File: src/rtl/snake_step_sched.sv
// One game step for two snakes: request a move, then check each head against the other snake's body one segment per cycle.
// Define SELF_COLLISION_EN to also flag a head that runs into its own body (segments 1..len-1).
module snake_step_sched #(
    parameter int max_len         = 16,
    parameter int num_len         = 10,
    parameter int max_len_bit_len = 4
) (
    input  logic                         clk,
    input  logic                         rst,
    input  logic                         tick,
    input  logic                         move_ack,
    input  logic [max_len*num_len-1:0]   snake1,
    input  logic [max_len*num_len-1:0]   snake2,
    input  logic [max_len_bit_len-1:0]   len1,
    input  logic [max_len_bit_len-1:0]   len2,
    output logic                         move_req,
    output logic                         busy,
    output logic                         step_done,
    output logic                         should_stop1,
    output logic                         should_stop2,
    output logic                         game_over,
    output logic                         tick_overrun
);

    typedef enum logic [2:0] {
        S_IDLE,
        S_MOVE,
        S_SCAN1,
        S_SCAN2,
        S_RESOLVE,
        S_HALT
    } state_t;

    localparam logic [max_len_bit_len-1:0] IDX_ONE = max_len_bit_len'(1);

    state_t                      state_q, state_d;
    logic [max_len_bit_len-1:0]  idx_q, idx_d;
    logic [max_len_bit_len-1:0]  len1_q, len1_d, len2_q, len2_d;
    logic [num_len-1:0]          head1_q, head1_d, head2_q, head2_d;
    logic                        hit1_q, hit1_d, hit2_q, hit2_d;
    logic                        stop1_q, stop1_d, stop2_q, stop2_d;
    logic                        over_q, over_d;
    logic                        overrun_q, overrun_d;
    logic                        done_q, done_d;

    logic [num_len-1:0] seg1 [max_len];
    logic [num_len-1:0] seg2 [max_len];

    generate
        for (genvar gi = 0; gi < max_len; gi++) begin : g_unpack
            assign seg1[gi] = snake1[gi*num_len +: num_len];
            assign seg2[gi] = snake2[gi*num_len +: num_len];
        end
    endgenerate

    logic last1, last2;
    // A zero-length snake still spends one scan cycle, so the step length never collapses.
    assign last1 = (len1_q == '0) || (idx_q == len1_q - IDX_ONE);
    assign last2 = (len2_q == '0) || (idx_q == len2_q - IDX_ONE);

    always_comb begin
        state_d   = state_q;
        idx_d     = idx_q;
        len1_d    = len1_q;
        len2_d    = len2_q;
        head1_d   = head1_q;
        head2_d   = head2_q;
        hit1_d    = hit1_q;
        hit2_d    = hit2_q;
        stop1_d   = stop1_q;
        stop2_d   = stop2_q;
        over_d    = over_q;
        done_d    = 1'b0;
        // The step_done cycle is still treated as the tail of the old step.
        overrun_d = overrun_q | (tick & ((state_q != S_IDLE) | done_q));

        case (state_q)
            S_IDLE: begin
                if (tick && !over_q && !done_q) state_d = S_MOVE;
            end
            S_MOVE: begin
                if (move_ack) begin
                    len1_d  = len1;
                    len2_d  = len2;
                    head1_d = seg1[0];
                    head2_d = seg2[0];
                    hit1_d  = 1'b0;
                    hit2_d  = 1'b0;
                    idx_d   = '0;
                    state_d = S_SCAN1;
                end
            end
            S_SCAN1: begin
                if (idx_q < len1_q) begin
                    if (seg1[idx_q] == head2_q) hit2_d = 1'b1;
`ifdef SELF_COLLISION_EN
                    if (idx_q != '0 && seg1[idx_q] == head1_q) hit1_d = 1'b1;
`endif
                end
                if (last1) begin
                    idx_d   = '0;
                    state_d = S_SCAN2;
                end else begin
                    idx_d = idx_q + IDX_ONE;
                end
            end
            S_SCAN2: begin
                if (idx_q < len2_q) begin
                    if (seg2[idx_q] == head1_q) hit1_d = 1'b1;
`ifdef SELF_COLLISION_EN
                    if (idx_q != '0 && seg2[idx_q] == head2_q) hit2_d = 1'b1;
`endif
                end
                if (last2) begin
                    idx_d   = '0;
                    state_d = S_RESOLVE;
                end else begin
                    idx_d = idx_q + IDX_ONE;
                end
            end
            S_RESOLVE: begin
                stop1_d = stop1_q | hit1_q;
                stop2_d = stop2_q | hit2_q;
                over_d  = over_q | hit1_q | hit2_q;
                done_d  = 1'b1;
                state_d = (hit1_q || hit2_q) ? S_HALT : S_IDLE;
            end
            S_HALT: state_d = S_HALT;
            default: state_d = S_IDLE;
        endcase
    end

    always_ff @(posedge clk) begin
        if (rst) begin
            state_q   <= S_IDLE;
            idx_q     <= '0;
            len1_q    <= '0;
            len2_q    <= '0;
            head1_q   <= '0;
            head2_q   <= '0;
            hit1_q    <= 1'b0;
            hit2_q    <= 1'b0;
            stop1_q   <= 1'b0;
            stop2_q   <= 1'b0;
            over_q    <= 1'b0;
            overrun_q <= 1'b0;
            done_q    <= 1'b0;
        end else begin
            state_q   <= state_d;
            idx_q     <= idx_d;
            len1_q    <= len1_d;
            len2_q    <= len2_d;
            head1_q   <= head1_d;
            head2_q   <= head2_d;
            hit1_q    <= hit1_d;
            hit2_q    <= hit2_d;
            stop1_q   <= stop1_d;
            stop2_q   <= stop2_d;
            over_q    <= over_d;
            overrun_q <= overrun_d;
            done_q    <= done_d;
        end
    end

    assign move_req     = (state_q == S_MOVE);
    assign busy         = (state_q != S_IDLE);
    assign step_done    = done_q;
    assign should_stop1 = stop1_q;
    assign should_stop2 = stop2_q;
    assign game_over    = over_q;
    assign tick_overrun = overrun_q;

endmodule

File: config.mk
export PLATFORM = sky130hd
export DESIGN_NAME = snake_step_sched
export DESIGN_NICKNAME = d
export VERILOG_FILES = /design/src/rtl/snake_step_sched.sv
export SDC_FILE = /design/constraint.sdc
export NUM_CORES = 1
export LEC_CHECK = 0
export CAP_MARGIN = 20
export CORE_AREA = 4 4 130 132
export CTS_CLUSTER_DIAMETER = 50
export DETAILED_ROUTE_END_ITERATION = 8
export DIE_AREA = 0 0 134 136
export GPL_ROUTABILITY_DRIVEN = 0
export PLACE_DENSITY = 0.75
export RECOVER_POWER = 25
export REMOVE_ABC_BUFFERS = 1
export SETUP_SLACK_MARGIN = 0.1
export SLEW_MARGIN = 25
export SYNTH_ARGS = -nofsm -noshare
export SYNTH_HDL_FRONTEND = slang
export SYNTH_SLANG_ARGS = --single-unit
File: constraint.sdc
create_clock -name clk -period 2.3 [get_ports clk]
set_clock_uncertainty 0.1 [all_clocks]
set_input_delay 0.345 -clock clk [delete_from_list [all_inputs] [get_ports clk]]
set_output_delay 0.345 -clock clk [all_outputs]
set_load 0.01 [all_outputs]
==> results.txt <==
- The run finished, with violations left.
- Violated checks: negative setup slack
* Worst Path Required: 2390 ps
* Count of final max-slew check failures: 0
- The region available for standard cell placement spans 15700 sq um.
* Worst Setup SP: idx_q[0]
* Most frequent cell after synthesis: sky130_fd_sc_hd__nand2_1
- The number of antenna violations at the first check in global routing was 2.
* Clk Latency, worst-skew pair: 290 ps
- For this configuration, the core starts out at a cell density of 30.9%.
- From synthesis to final layout, the design area changed by 93.7%.
- Iteration-0 DRC count of the detailed router: 214
- In this run the cell area of the synthesized design comes to 4850 sq um.
- Wirelength, routed: 21700 um
- Cell count after placement: 1060
- The signal on the critical path passes through buf_12, mux4_2, mux4_2, xnor2_2, nand2_1, o41ai_2.
- Dividing the detail-routed wire length by the instance count gives 20.0 um.
* Final number of hold-violating endpoints: 0
* Row count: 46
* Detailed placement HPWL: 18400 um
- The H-tree was split into 2 levels.
- Critical register-to-register path startpoint: idx_q[0]
- Vias: 5487
- Pre-CTS setup slack: -374 ps
* Filler cell count: 1342
* Peak clock frequency supported by timing: 417 MHz
- CTS tree: done
- VDD sags by at most 0.284 mV.
- After layout, the worst path uses 104% of the clock period.
- The largest individual stage delay along the critical path comes from the cell sky130_fd_sc_hd__mux4_2.
- Die Footprint: 18200 sq um
- Clock-pin slew was measured on the worst setup and hold paths at 60 ps.
- The tightest min-delay check is of the reg -> reg type.
* Cell count after synthesis: 465
* Leftover overflow at the end of global routing: 0
- For this design the ratio of total power to cell area is 298 nW/um^2.
- The most used flip-flop cell after synthesis is sky130_fd_sc_hd__dfxtp_1.
- The final layout contains 1209 nets.
* Top cells by area, synth: sky130_fd_sc_hd__mux4_2 33%, sky130_fd_sc_hd__dfxtp_1 17%, sky130_fd_sc_hd__mux2i_1 6.4%
* Root buf cell: sky130_fd_sc_hd__clkbuf_16
- Sequential elements use 17.3% of the synthesized area.
* Capture point of the critical path: hit1_q
- Number of max-cap violations: 0
* Overall Global Routing Usage: 22.5%
- Number of input and output port buffers inserted: 338
- Startpoint class of the critical path: register
- The largest total area in the synthesized netlist belongs to sky130_fd_sc_hd__mux4_2.
* Register-to-register setup slack: -100 ps
- Die height: 136 um
- Fraction of final layout cells sized beyond drive strength 1: 24.1%
* Syn. warnings: 0
- Routed Antenna Nets: 0
- Per-cell via count in the routed design: 5.08
* Worst Reg2Reg Path Length in Cells: 6
- The synthesized design contains 42 register bits.
* Cell occurring most often along the worst timing path: sky130_fd_sc_hd__mux4_2
- The count of cells in the finished layout, fillers not included, comes to 1081.
- In this run the number of cells on the critical path is 6.
- The number of global-route vias before repair came to 5918.
* Number of buffers between clock root and the deepest sink: 2
* Area share of the leading cell type in the synthesized netlist: 33.0%
- In the routed design, unresolved DRC markers number 0.
- Number of buffers created by CTS: 5
- Sorting the synthesized cells by how often they occur yields 73 x sky130_fd_sc_hd__nand2_1, 71 x sky130_fd_sc_hd__mux4_2, 42 x sky130_fd_sc_hd__dfxtp_1.
- Slew at the pin with the worst max-slew slack: 735 ps
- Together, buffers and inverters on the worst path number 1.
- Yosys mapped the design onto 52 distinct sky130hd cell types.
* Number of enable-type register cells in the synthesized netlist: 0
- For this run, the slowest stage of the critical path takes 510 ps.
- The first detailed-routing pass took 5 iterations.
- Die Width: 134 um
- Of all flip-flops after synthesis, the portion carrying an async set or reset was 0%.
- Worst slew slack as a fraction of its limit: 51.0%
- Counting every sink on the clock net gives 42.
* Worst setup path category: reg -> reg
- Quantity of hold-fixing buffers added after cts: 0
- Leakage power: 0.00340 uW
- Worst Slack Setup Final: -96.3 ps
- The routed design could run at a clock period as short as 2400 ps.
- For the worst setup path, the data arrival time is 2490 ps.
- Number of ports placed on the die boundary: 339
* Worst reg2reg path endpoint: hit1_q
- Type of destination of the critical path: register
* Highest fanout seen on the critical path: 7
* Unrepaired setup endpoints after global routing: true
- Critical path's top delay family: multiplexers
- Syn Area/Cell: 10.4 sq um
- Global-route wire length before repair: 31700 um
* Largest net degree at the start of global routing: 42
- Setup violations remaining at the end of the flow were counted as 3.
## final cells by class
type	count	area, sq um	area share (%)
repair buffers	430	4240	45.1
multi-input cells	369	3830	40.8
flip-flops and latches	42	853	9.08
well taps	216	270	2.88
diodes	1	2.50	0.0266
inverters	16	63.8	0.679
clock inverters	2	10.0	0.107
clock buffers	5	125	1.33
## worst register-to-register path: cells and delay by family, from the launching register on
kind | cells | cell delay (ps)
muxes | 2 | 1020
DFF | 1 | 460
xor gates and xnor gates | 1 | 160
AOI/OAI and AO/OA | 1 | 310
and+or+nand+nor | 1 | 90
buffers and inverters | 1 | 170
## kinds of logic after synthesis
| family | count (synthesis) | synth area share, % |
|---|---|---|
| and+or+nand+nor | 130 | 12.1 |
| muxes | 111 | 43.6 |
| AOI/OAI and AO/OA | 79 | 10.4 |
| buffers and inverters | 55 | 6.78 |
| DFF | 42 | 17.3 |
| xor gates and xnor gates | 35 | 6.32 |
| adders and majority gates | 13 | 3.35 |
## flip-flops by register name, summed over array words and instances, names as in the netlist
signal	cells
head1_q	10
head2_q	10
idx_q	4
len1_q	4
len2_q	4
state_q	3
game_over	1
hit1_q	1
hit2_q	1
should_stop1	1
should_stop2	1
step_done	1
tick_overrun	1
## cell usage in the layout (no fill, tap or decap), types with 4 or more instances in the layout
cell                              netlist  routed
sky130_fd_sc_hd__mux4_2                71      73
sky130_fd_sc_hd__a22oi_1                6       6
sky130_fd_sc_hd__o21ai_0                7       7
sky130_fd_sc_hd__xor2_1                11      11
sky130_fd_sc_hd__buf_4                  2      76
sky130_fd_sc_hd__nor2b_1                5       5
sky130_fd_sc_hd__mux2i_1               31      26
sky130_fd_sc_hd__clkbuf_16              0       5
sky130_fd_sc_hd__xnor2_1               24      21
sky130_fd_sc_hd__nand3_1                9       9
sky130_fd_sc_hd__nor3_1                 6       5
sky130_fd_sc_hd__mux4_1                 7       5
sky130_fd_sc_hd__nand2_1               73      73
sky130_fd_sc_hd__a21oi_1               40      38
sky130_fd_sc_hd__and3_1                 4       4
sky130_fd_sc_hd__dfxtp_1               42      38
sky130_fd_sc_hd__clkdlybuf4s50_1        0     332
sky130_fd_sc_hd__or2_2                  4       4
sky130_fd_sc_hd__mux2i_2                0       5
sky130_fd_sc_hd__buf_12                 2      10
sky130_fd_sc_hd__dlygate4sd3_1          0       5
sky130_fd_sc_hd__inv_1                 15      14
sky130_fd_sc_hd__ha_1                  13      12
sky130_fd_sc_hd__nor2_1                13      13
## through the flow
stage          util [%]  TNS (ps)  power [uW]  hold WS [ps]  cell area [sq um]
6_report           59.8      -183        2800           347               9400
5_1_grt            59.8      -683        2940           379               9400
4_1_cts            59.5      -179        2810           354               9340
3_5_place_dp       57.1     -1070        2070           344               8960
3_3_place_gp       57.1      -699        2050           332               8960
2_1_floorplan         -    -20070        1270           314               4580
## report_power, final
group          total (uW)  internal [uW]  switching, uW
registers             813            764           48.7
logic                1300            882            415
clock network         690            393            297
total                2800           2040            761
## timing repair
item / 4_1_cts / 5_1_grt
resized for setup: 28 / 11
cloned: 2 / 0
setup endpoints to repair: 9 / 10
pin swaps: 11 / 4
setup buffers: 10 / 1
## routing by layer
metal,up-vias,track usage [%],wire (um)
met5,-,0,13
met4,2,5.20,362
met3,30,4.40,1290
met2,202,41.9,11800
met1,2650,26.9,8220
li1,2603,-,-
## worst min-delay path by stage
stage	to	start	slack, ps	cells past startpoint
after global placement	tick_overrun	tick_overrun	330	2
final	tick_overrun	tick_overrun	350	2
after CTS	tick_overrun	tick_overrun	350	2
after floorplan	game_over	rst	310	1
after global routing	tick_overrun	tick_overrun	380	2
after detailed placement	tick_overrun	tick_overrun	340	2
(Power assumes the default switching activity.)
